$ cat src/rtl/sr_latch_drv_pkg.sv
// ---------------------------------------------------------------------------
// sr_latch_drv_pkg
//
// Shared types and constants for the SR latch command driver.
//   drv_state_t : FSM state encoding (IDLE, PULSE, SETTLE, CHECK)
//   CMD_SET     : command value that drives the latch to Q=1
//   CMD_RESET   : command value that drives the latch to Q=0
// ---------------------------------------------------------------------------
package sr_latch_drv_pkg;

    typedef enum logic [1:0] {
        IDLE   = 2'd0,
        PULSE  = 2'd1,
        SETTLE = 2'd2,
        CHECK  = 2'd3
    } drv_state_t;

    localparam logic CMD_SET   = 1'b1;
    localparam logic CMD_RESET = 1'b0;

endpackage

$ cat src/rtl/sr_drv_timer.sv
// ---------------------------------------------------------------------------
// sr_drv_timer
//
// Loadable down-counter with a zero flag. One instance is shared by the
// PULSE and SETTLE phases of the driver; the FSM reloads it on each phase
// change. The counter parks at zero until the next load.
//
// Ports:
//   clk      in   clock, rising edge
//   rst      in   synchronous active-high reset (count -> 0)
//   load     in   load load_val this cycle (has priority over counting)
//   load_val in   value to load
//   zero     out  count == 0
// ---------------------------------------------------------------------------
module sr_drv_timer #(
    parameter int WIDTH = 1
) (
    input  logic             clk,
    input  logic             rst,
    input  logic             load,
    input  logic [WIDTH-1:0] load_val,
    output logic             zero
);

    logic [WIDTH-1:0] count;

    always_ff @(posedge clk) begin
        if (rst) begin
            count <= '0;
        end else if (load) begin
            count <= load_val;
        end else if (count != '0) begin
            count <= count - 1'b1;
        end
    end

    assign zero = (count == '0);

endmodule

$ cat src/rtl/sr_latch_driver.sv
// ---------------------------------------------------------------------------
// sr_latch_driver
//
// Clocked command-side controller for a cross-coupled NOR SR latch. A
// command (set or reset) is accepted over valid/ready, a fixed-width S or R
// pulse is driven, the latch is left to settle, and then the Q/Qn readback
// is checked before a one-cycle done pulse is issued.
//
// Handshake: a command transfers on a rising edge where cmd_valid and
// cmd_ready are both high; cmd_ready is high only in IDLE, requesters hold
// cmd_valid (and cmd_set stable) until the transfer, and cmd_valid seen
// while busy has no effect.
//
// Compile-time option:
//   SR_LATCH_DRIVER_VERIFY_EN  when defined, CHECK compares q_fb/qn_fb with
//                              the target and retries up to MAX_RETRY times.
//                              When undefined, CHECK always passes and the
//                              readback inputs are ignored.
//
// Ports:
//   clk        in   clock, rising edge
//   rst        in   synchronous active-high reset
//   cmd_valid  in   command request
//   cmd_set    in   1 = set (Q=1), 0 = reset (Q=0); sampled on accept
//   cmd_ready  out  high only in IDLE
//   S, R       out  registered latch inputs, never high together
//   q_fb       in   latch Q readback
//   qn_fb      in   latch Qn readback
//   done       out  one-cycle completion pulse
//   ok         out  result qualifying done; held until the next done
//   busy       out  high in any state other than IDLE
//   state_dbg  out  current FSM state (drv_state_t encoding)
// ---------------------------------------------------------------------------
module sr_latch_driver #(
    parameter int PULSE_CYC  = 2,
    parameter int SETTLE_CYC = 2,
    parameter int MAX_RETRY  = 3
) (
    input  logic       clk,
    input  logic       rst,
    input  logic       cmd_valid,
    input  logic       cmd_set,
    output logic       cmd_ready,
    output logic       S,
    output logic       R,
    input  logic       q_fb,
    input  logic       qn_fb,
    output logic       done,
    output logic       ok,
    output logic       busy,
    output logic [1:0] state_dbg
);

    import sr_latch_drv_pkg::*;

    localparam int MAX_CYC = (PULSE_CYC > SETTLE_CYC) ? PULSE_CYC : SETTLE_CYC;
    localparam int TW      = (MAX_CYC > 1) ? $clog2(MAX_CYC) : 1;

    localparam logic [TW-1:0] PULSE_LOAD  = TW'(PULSE_CYC - 1);
    localparam logic [TW-1:0] SETTLE_LOAD = TW'(SETTLE_CYC - 1);

    drv_state_t    state, state_next;
    logic          target, target_next;
    logic          done_next, ok_next;
    logic          s_next, r_next;
    logic          tmr_load;
    logic [TW-1:0] tmr_val;
    logic          tmr_zero;
    logic          chk_pass;

`ifdef SR_LATCH_DRIVER_VERIFY_EN
    localparam int RW = (MAX_RETRY > 0) ? $clog2(MAX_RETRY + 1) : 1;
    localparam logic [RW-1:0] RETRY_LIMIT = RW'(MAX_RETRY);

    logic [RW-1:0] retry_cnt, retry_next;

    // Q==Qn (both 0 or both 1) never matches, so an invalid readback fails.
    assign chk_pass = (q_fb == target) && (qn_fb == !target);
`else
    localparam int unused_max_retry = MAX_RETRY;
    logic unused_fb;

    assign unused_fb = q_fb ^ qn_fb;
    assign chk_pass  = 1'b1;
`endif

    sr_drv_timer #(
        .WIDTH(TW)
    ) u_timer (
        .clk     (clk),
        .rst     (rst),
        .load    (tmr_load),
        .load_val(tmr_val),
        .zero    (tmr_zero)
    );

    // ---------------------------------------------------------------- state
    always_ff @(posedge clk) begin
        if (rst) begin
            state     <= IDLE;
            target    <= CMD_RESET;
            S         <= 1'b0;
            R         <= 1'b0;
            done      <= 1'b0;
            ok        <= 1'b0;
`ifdef SR_LATCH_DRIVER_VERIFY_EN
            retry_cnt <= '0;
`endif
        end else begin
            state     <= state_next;
            target    <= target_next;
            S         <= s_next;
            R         <= r_next;
            done      <= done_next;
            ok        <= ok_next;
`ifdef SR_LATCH_DRIVER_VERIFY_EN
            retry_cnt <= retry_next;
`endif
        end
    end

    // ------------------------------------------------- next state / outputs
    always_comb begin
        state_next  = state;
        target_next = target;
        done_next   = 1'b0;
        ok_next     = ok;
        tmr_load    = 1'b0;
        tmr_val     = PULSE_LOAD;
`ifdef SR_LATCH_DRIVER_VERIFY_EN
        retry_next  = retry_cnt;
`endif

        case (state)
            IDLE: begin
                if (cmd_valid) begin
                    target_next = cmd_set;
                    tmr_load    = 1'b1;
                    tmr_val     = PULSE_LOAD;
                    state_next  = PULSE;
`ifdef SR_LATCH_DRIVER_VERIFY_EN
                    retry_next  = '0;
`endif
                end
            end
            PULSE: begin
                if (tmr_zero) begin
                    tmr_load   = 1'b1;
                    tmr_val    = SETTLE_LOAD;
                    state_next = SETTLE;
                end
            end
            SETTLE: begin
                if (tmr_zero) begin
                    state_next = CHECK;
                end
            end
            CHECK: begin
                if (chk_pass) begin
                    state_next = IDLE;
                    done_next  = 1'b1;
                    ok_next    = 1'b1;
`ifdef SR_LATCH_DRIVER_VERIFY_EN
                end else if (retry_cnt < RETRY_LIMIT) begin
                    retry_next = retry_cnt + 1'b1;
                    tmr_load   = 1'b1;
                    tmr_val    = PULSE_LOAD;
                    state_next = PULSE;
`endif
                end else begin
                    state_next = IDLE;
                    done_next  = 1'b1;
                    ok_next    = 1'b0;
                end
            end
            default: begin
                state_next = IDLE;
            end
        endcase

        // S and R are registered from the next state, so they rise on the
        // accept edge and fall on the edge that leaves PULSE. Both decode
        // from the single target bit, which makes S&&R impossible.
        s_next = (state_next == PULSE) && (target_next == CMD_SET);
        r_next = (state_next == PULSE) && (target_next == CMD_RESET);
    end

    assign cmd_ready = (state == IDLE);
    assign busy      = (state != IDLE);
    assign state_dbg = state;

endmodule

$ cat config.mk
export PLATFORM = sky130hd
export DESIGN_NAME = sr_latch_driver
export DESIGN_NICKNAME = d
export VERILOG_FILES = /design/src/rtl/sr_latch_drv_pkg.sv /design/src/rtl/sr_drv_timer.sv /design/src/rtl/sr_latch_driver.sv
export SDC_FILE = /design/constraint.sdc
export NUM_CORES = 1
export LEC_CHECK = 0
export ABC_AREA = 1
export BUFFER_PORTS_ARGS = -buffer_cell sky130_fd_sc_hd__buf_2
export CAP_MARGIN = 5
export CORE_AREA = 2 2 39 41
export CTS_CLUSTER_DIAMETER = 80
export DETAILED_ROUTE_END_ITERATION = 12
export DIE_AREA = 0 0 41 43
export PLACE_DENSITY = 0.49
export SLEW_MARGIN = 20
export SYNTH_ARGS = -nofsm -noshare
export SYNTH_HDL_FRONTEND = slang
export SYNTH_HIERARCHICAL = 1
export SYNTH_SLANG_ARGS = --single-unit
$ cat constraint.sdc
create_clock -name clk -period 0.8 [get_ports clk]
set_input_delay 0.04 -clock clk [delete_from_list [all_inputs] [get_ports clk]]
set_output_delay 0.04 -clock clk [all_outputs]
set_load 0.05 [all_outputs]
==> results_tabular.tex <==
\begin{tabular}{lr}
\hline
Metric & Value \\
\hline
\multicolumn{2}{l}{\textbf{Floorplanning}} \\
\quad Core area & $\sim$0.0014 mm2 \\
\quad Vertical die dimension & 43 um \\
\quad Cell row count & 14 \\
\quad Die Width & 41 um \\
\quad Initial standard-cell utilization of the core & 0.232 \\
\quad Area enclosed by the die boundary & approximately 0.0018 mm2 \\
\quad I/O pin total & 14 \\
\multicolumn{2}{l}{\textbf{Place}} \\
\quad Number of port buffers & 11 \\
\quad HPWL after detailed placement & 500 um \\
\quad Worst slack at placement & -0.0613 ns \\
\quad Cell Area, Placed & 420 um2 \\
\quad Placer Congestion & 0.681 \\
\multicolumn{2}{l}{\textbf{Layout}} \\
\quad Most frequent cells in the layout & sky130\_fd\_sc\_hd\_\_nand2\_1, sky130\_fd\_sc\_hd\_\_buf\_6, sky130\_fd\_sc\_hd\_\_dfxtp\_2, sky130\_fd\_sc\_hd\_\_nor2\_1, sky130\_fd\_sc\_hd\_\_inv\_1 \\
\quad NumNets Final & 70 \\
\quad Count of antenna diodes in the layout & 0 \\
\quad Most common cell after layout, fill and taps aside & sky130\_fd\_sc\_hd\_\_nand2\_1 \\
\quad Cell area after layout & $\sim$560 um2 \\
\quad Layout cells sized above 1 & 0.581 \\
\quad Area added between synthesis and finish & 72.8\% \\
\multicolumn{2}{l}{\textbf{Worst hold path}} \\
\quad Worst min path class & in -> reg \\
\multicolumn{2}{l}{\textbf{GRT}} \\
\quad First-pass GRT wire length & 1170 um \\
\quad Number of global-route vias before repair & 293 \\
\quad Overflow left after global routing & 0 \\
\quad Overall track demand over capacity in global routing & 0.105 \\
\quad Initial antenna violation count & 0 \\
\quad Maximum number of pins on one net before global-route repair & 7 \\
\multicolumn{2}{l}{\textbf{Pwr}} \\
\quad Peak VDD IR & 0.000790 V \\
\quad Leakage dissipation & 0.000261 uW \\
\quad Power density over the cells & 3490 mW/mm2 \\
\quad Overall Power & 1940 uW \\
\multicolumn{2}{l}{\textbf{Timing}} \\
\quad Unrepaired setup endpoints after global routing & true \\
\quad Post-route worst setup slack & -0.207 ns \\
\quad Minimum clock period & 1.01 ns \\
\quad Slew Viols, Final & 0 \\
\quad Setup-violating endpoint count in the final report & 10 \\
\quad Final hold viol count & 0 \\
\quad Total negative setup slack & -1.16 ns \\
\quad Min Hold Slack & around 0.036 ns \\
\quad Skew final & roughly 0.0044 ns \\
\quad Fmax achieved & 0.993 GHz \\
\quad Final Cycle Share & 1.26 \\
\multicolumn{2}{l}{\textbf{Critical path}} \\
\quad CP arrival & 0.97 ns \\
\quad Crit path launch type & register \\
\quad Startpoint-to-endpoint class of the critical path & reg -> out \\
\quad Critical-path maximum fanout & 4 \\
\quad Worst EP required & 0.76 ns \\
\quad Endpoint class of the critical path & output pin \\
\multicolumn{2}{l}{\textbf{Outcome}} \\
\quad Failing checks & setup timing \\
\quad Run status & finished with violations \\
\multicolumn{2}{l}{\textbf{Drt}} \\
\quad DRC Markers & 0 \\
\quad Count of vias placed by the detailed router & 320 \\
\quad Drt total wl & a little over 700 um \\
\quad Mean routed wirelength per cell & between 9 and 10 um \\
\quad First-pass detailed-route iteration total & 2 \\
\quad Count of routing violations after the opening detailed-route iteration & 5 \\
\quad Final ANT Viol Nets & 0 \\
\quad Routed vias/inst & 4.10 \\
\multicolumn{2}{l}{\textbf{CTS}} \\
\quad CTS clock-pin slew for the worst setup and hold paths & 0.05 ns \\
\quad Clock tree from TritonCTS & built \\
\quad Maximum clock insertion buffer count & 2 \\
\quad CTS Root Cell & sky130\_fd\_sc\_hd\_\_clkbuf\_4 \\
\quad Number of clock sinks seen by CTS & 8 \\
\quad Number of buffers added to fix hold violations after cts & 0 \\
\quad Number of levels the H-tree was split into & 1 \\
\quad Inserted Clock Buffers & 3 \\
\quad Clock insertion delay at the later pin of the skew report & 0.26 ns \\
\multicolumn{2}{l}{\textbf{Yosys}} \\
\quad Synthesized area & roughly 320 um2 \\
\quad Count of yosys warnings during synthesis & 6 \\
\quad Number of register bits inferred by synthesis & 8 \\
\quad Synth unique cells & 13 \\
\quad Post-synthesis net count & 50 \\
\quad Mean instance size in the synthesized netlist & 7.31 um2 \\
\quad Sequential fraction of the synthesis area & 0.498 \\
\quad Cell count after synthesis & 44 \\
\multicolumn{2}{l}{\textbf{Flow run}} \\
\quad Max-cap violation count & 0 \\
\hline
\end{tabular}
[through the flow]
step	instances	utilization
floorplan	44	-
global placement	73	0.304
detailed placement	73	0.304
CTS	78	0.367
global route	78	0.401
finish	78	0.401
[power by group]
part | switching, uW | internal [uW] | total [uW] | leakage [uW]
clock network | 148 | 172 | 320 | 0.0000138
logic | 635 | 416 | 1050 | 0.000179
registers | 76.5 | 492 | 568 | 0.0000687
total | 859 | 1080 | 1940 | 0.000261
[timing repair]
action | 4_1_cts | 5_1_grt
pin swaps | 3 | 3
cloned | 0 | 0
resized for setup | 17 | 15
endpoints found under the setup margin | 12 | 15
buffers inserted | 2 | 0
[layer usage]
metal,track usage,routed length (um)
met5,0,0
met2,0.144,401
met1,0.120,265
met4,0.100,26
met3,0.0314,24
[flip-flops by register name, summed over array words and instances (netlist names)]
register and flops:
ok 1, S 1, u_timer/count 1, target 1, state_dbg 2, R 1
done 1
[area by class of cell]
cell class / instances / area [um2]
inverters: 6 / 25.0
well taps: 16 / 20.0
repair buffers: 15 / 150
clock buffers: 3 / 22.5
fillers: 140 / 828
multi-input cells: 30 / 165
flip-flops and latches: 8 / 173
[critical path, stage by stage, from the launching register on]
cell and delay (ns):
sky130_fd_sc_hd__dfxtp_4 0.36, sky130_fd_sc_hd__nor2_4 0.15, sky130_fd_sc_hd__inv_2 0.05, sky130_fd_sc_hd__buf_6 0.15
[cell families (layout without fill, tap and decap cells)]
group | count (synthesis) | count (layout) | share of synthesized area
AOI/OAI and AO/OA | 4 | 4 | 0.0739
buffers and inverters | 6 | 24 | 0.0700
DFF | 8 | 8 | 0.498
other | 1 | 1 | 0.0117
and+or+nand+nor | 25 | 25 | 0.346
[cells in the mapped netlist (all sizes together)]
cell type	n	area (um2)
a21oi	4	23.8
conb	1	3.75
dfxtp	8	160
inv	6	22.5
nand2	16	62.6
nand3	1	5.00
nand3b	1	7.51
nor2	7	36.3
[final timing paths]
kind	from	end	slack, ns	cells past startpoint
max	state_dbg[1]	busy	-0.21	3
min	rst	state_dbg[1]	0.04	2
max reg2reg	state_dbg[1]	S	-0.17	6
min reg2reg	ok	ok	0.47	2
No activity file was read; power rests on OpenSTA's default activity.
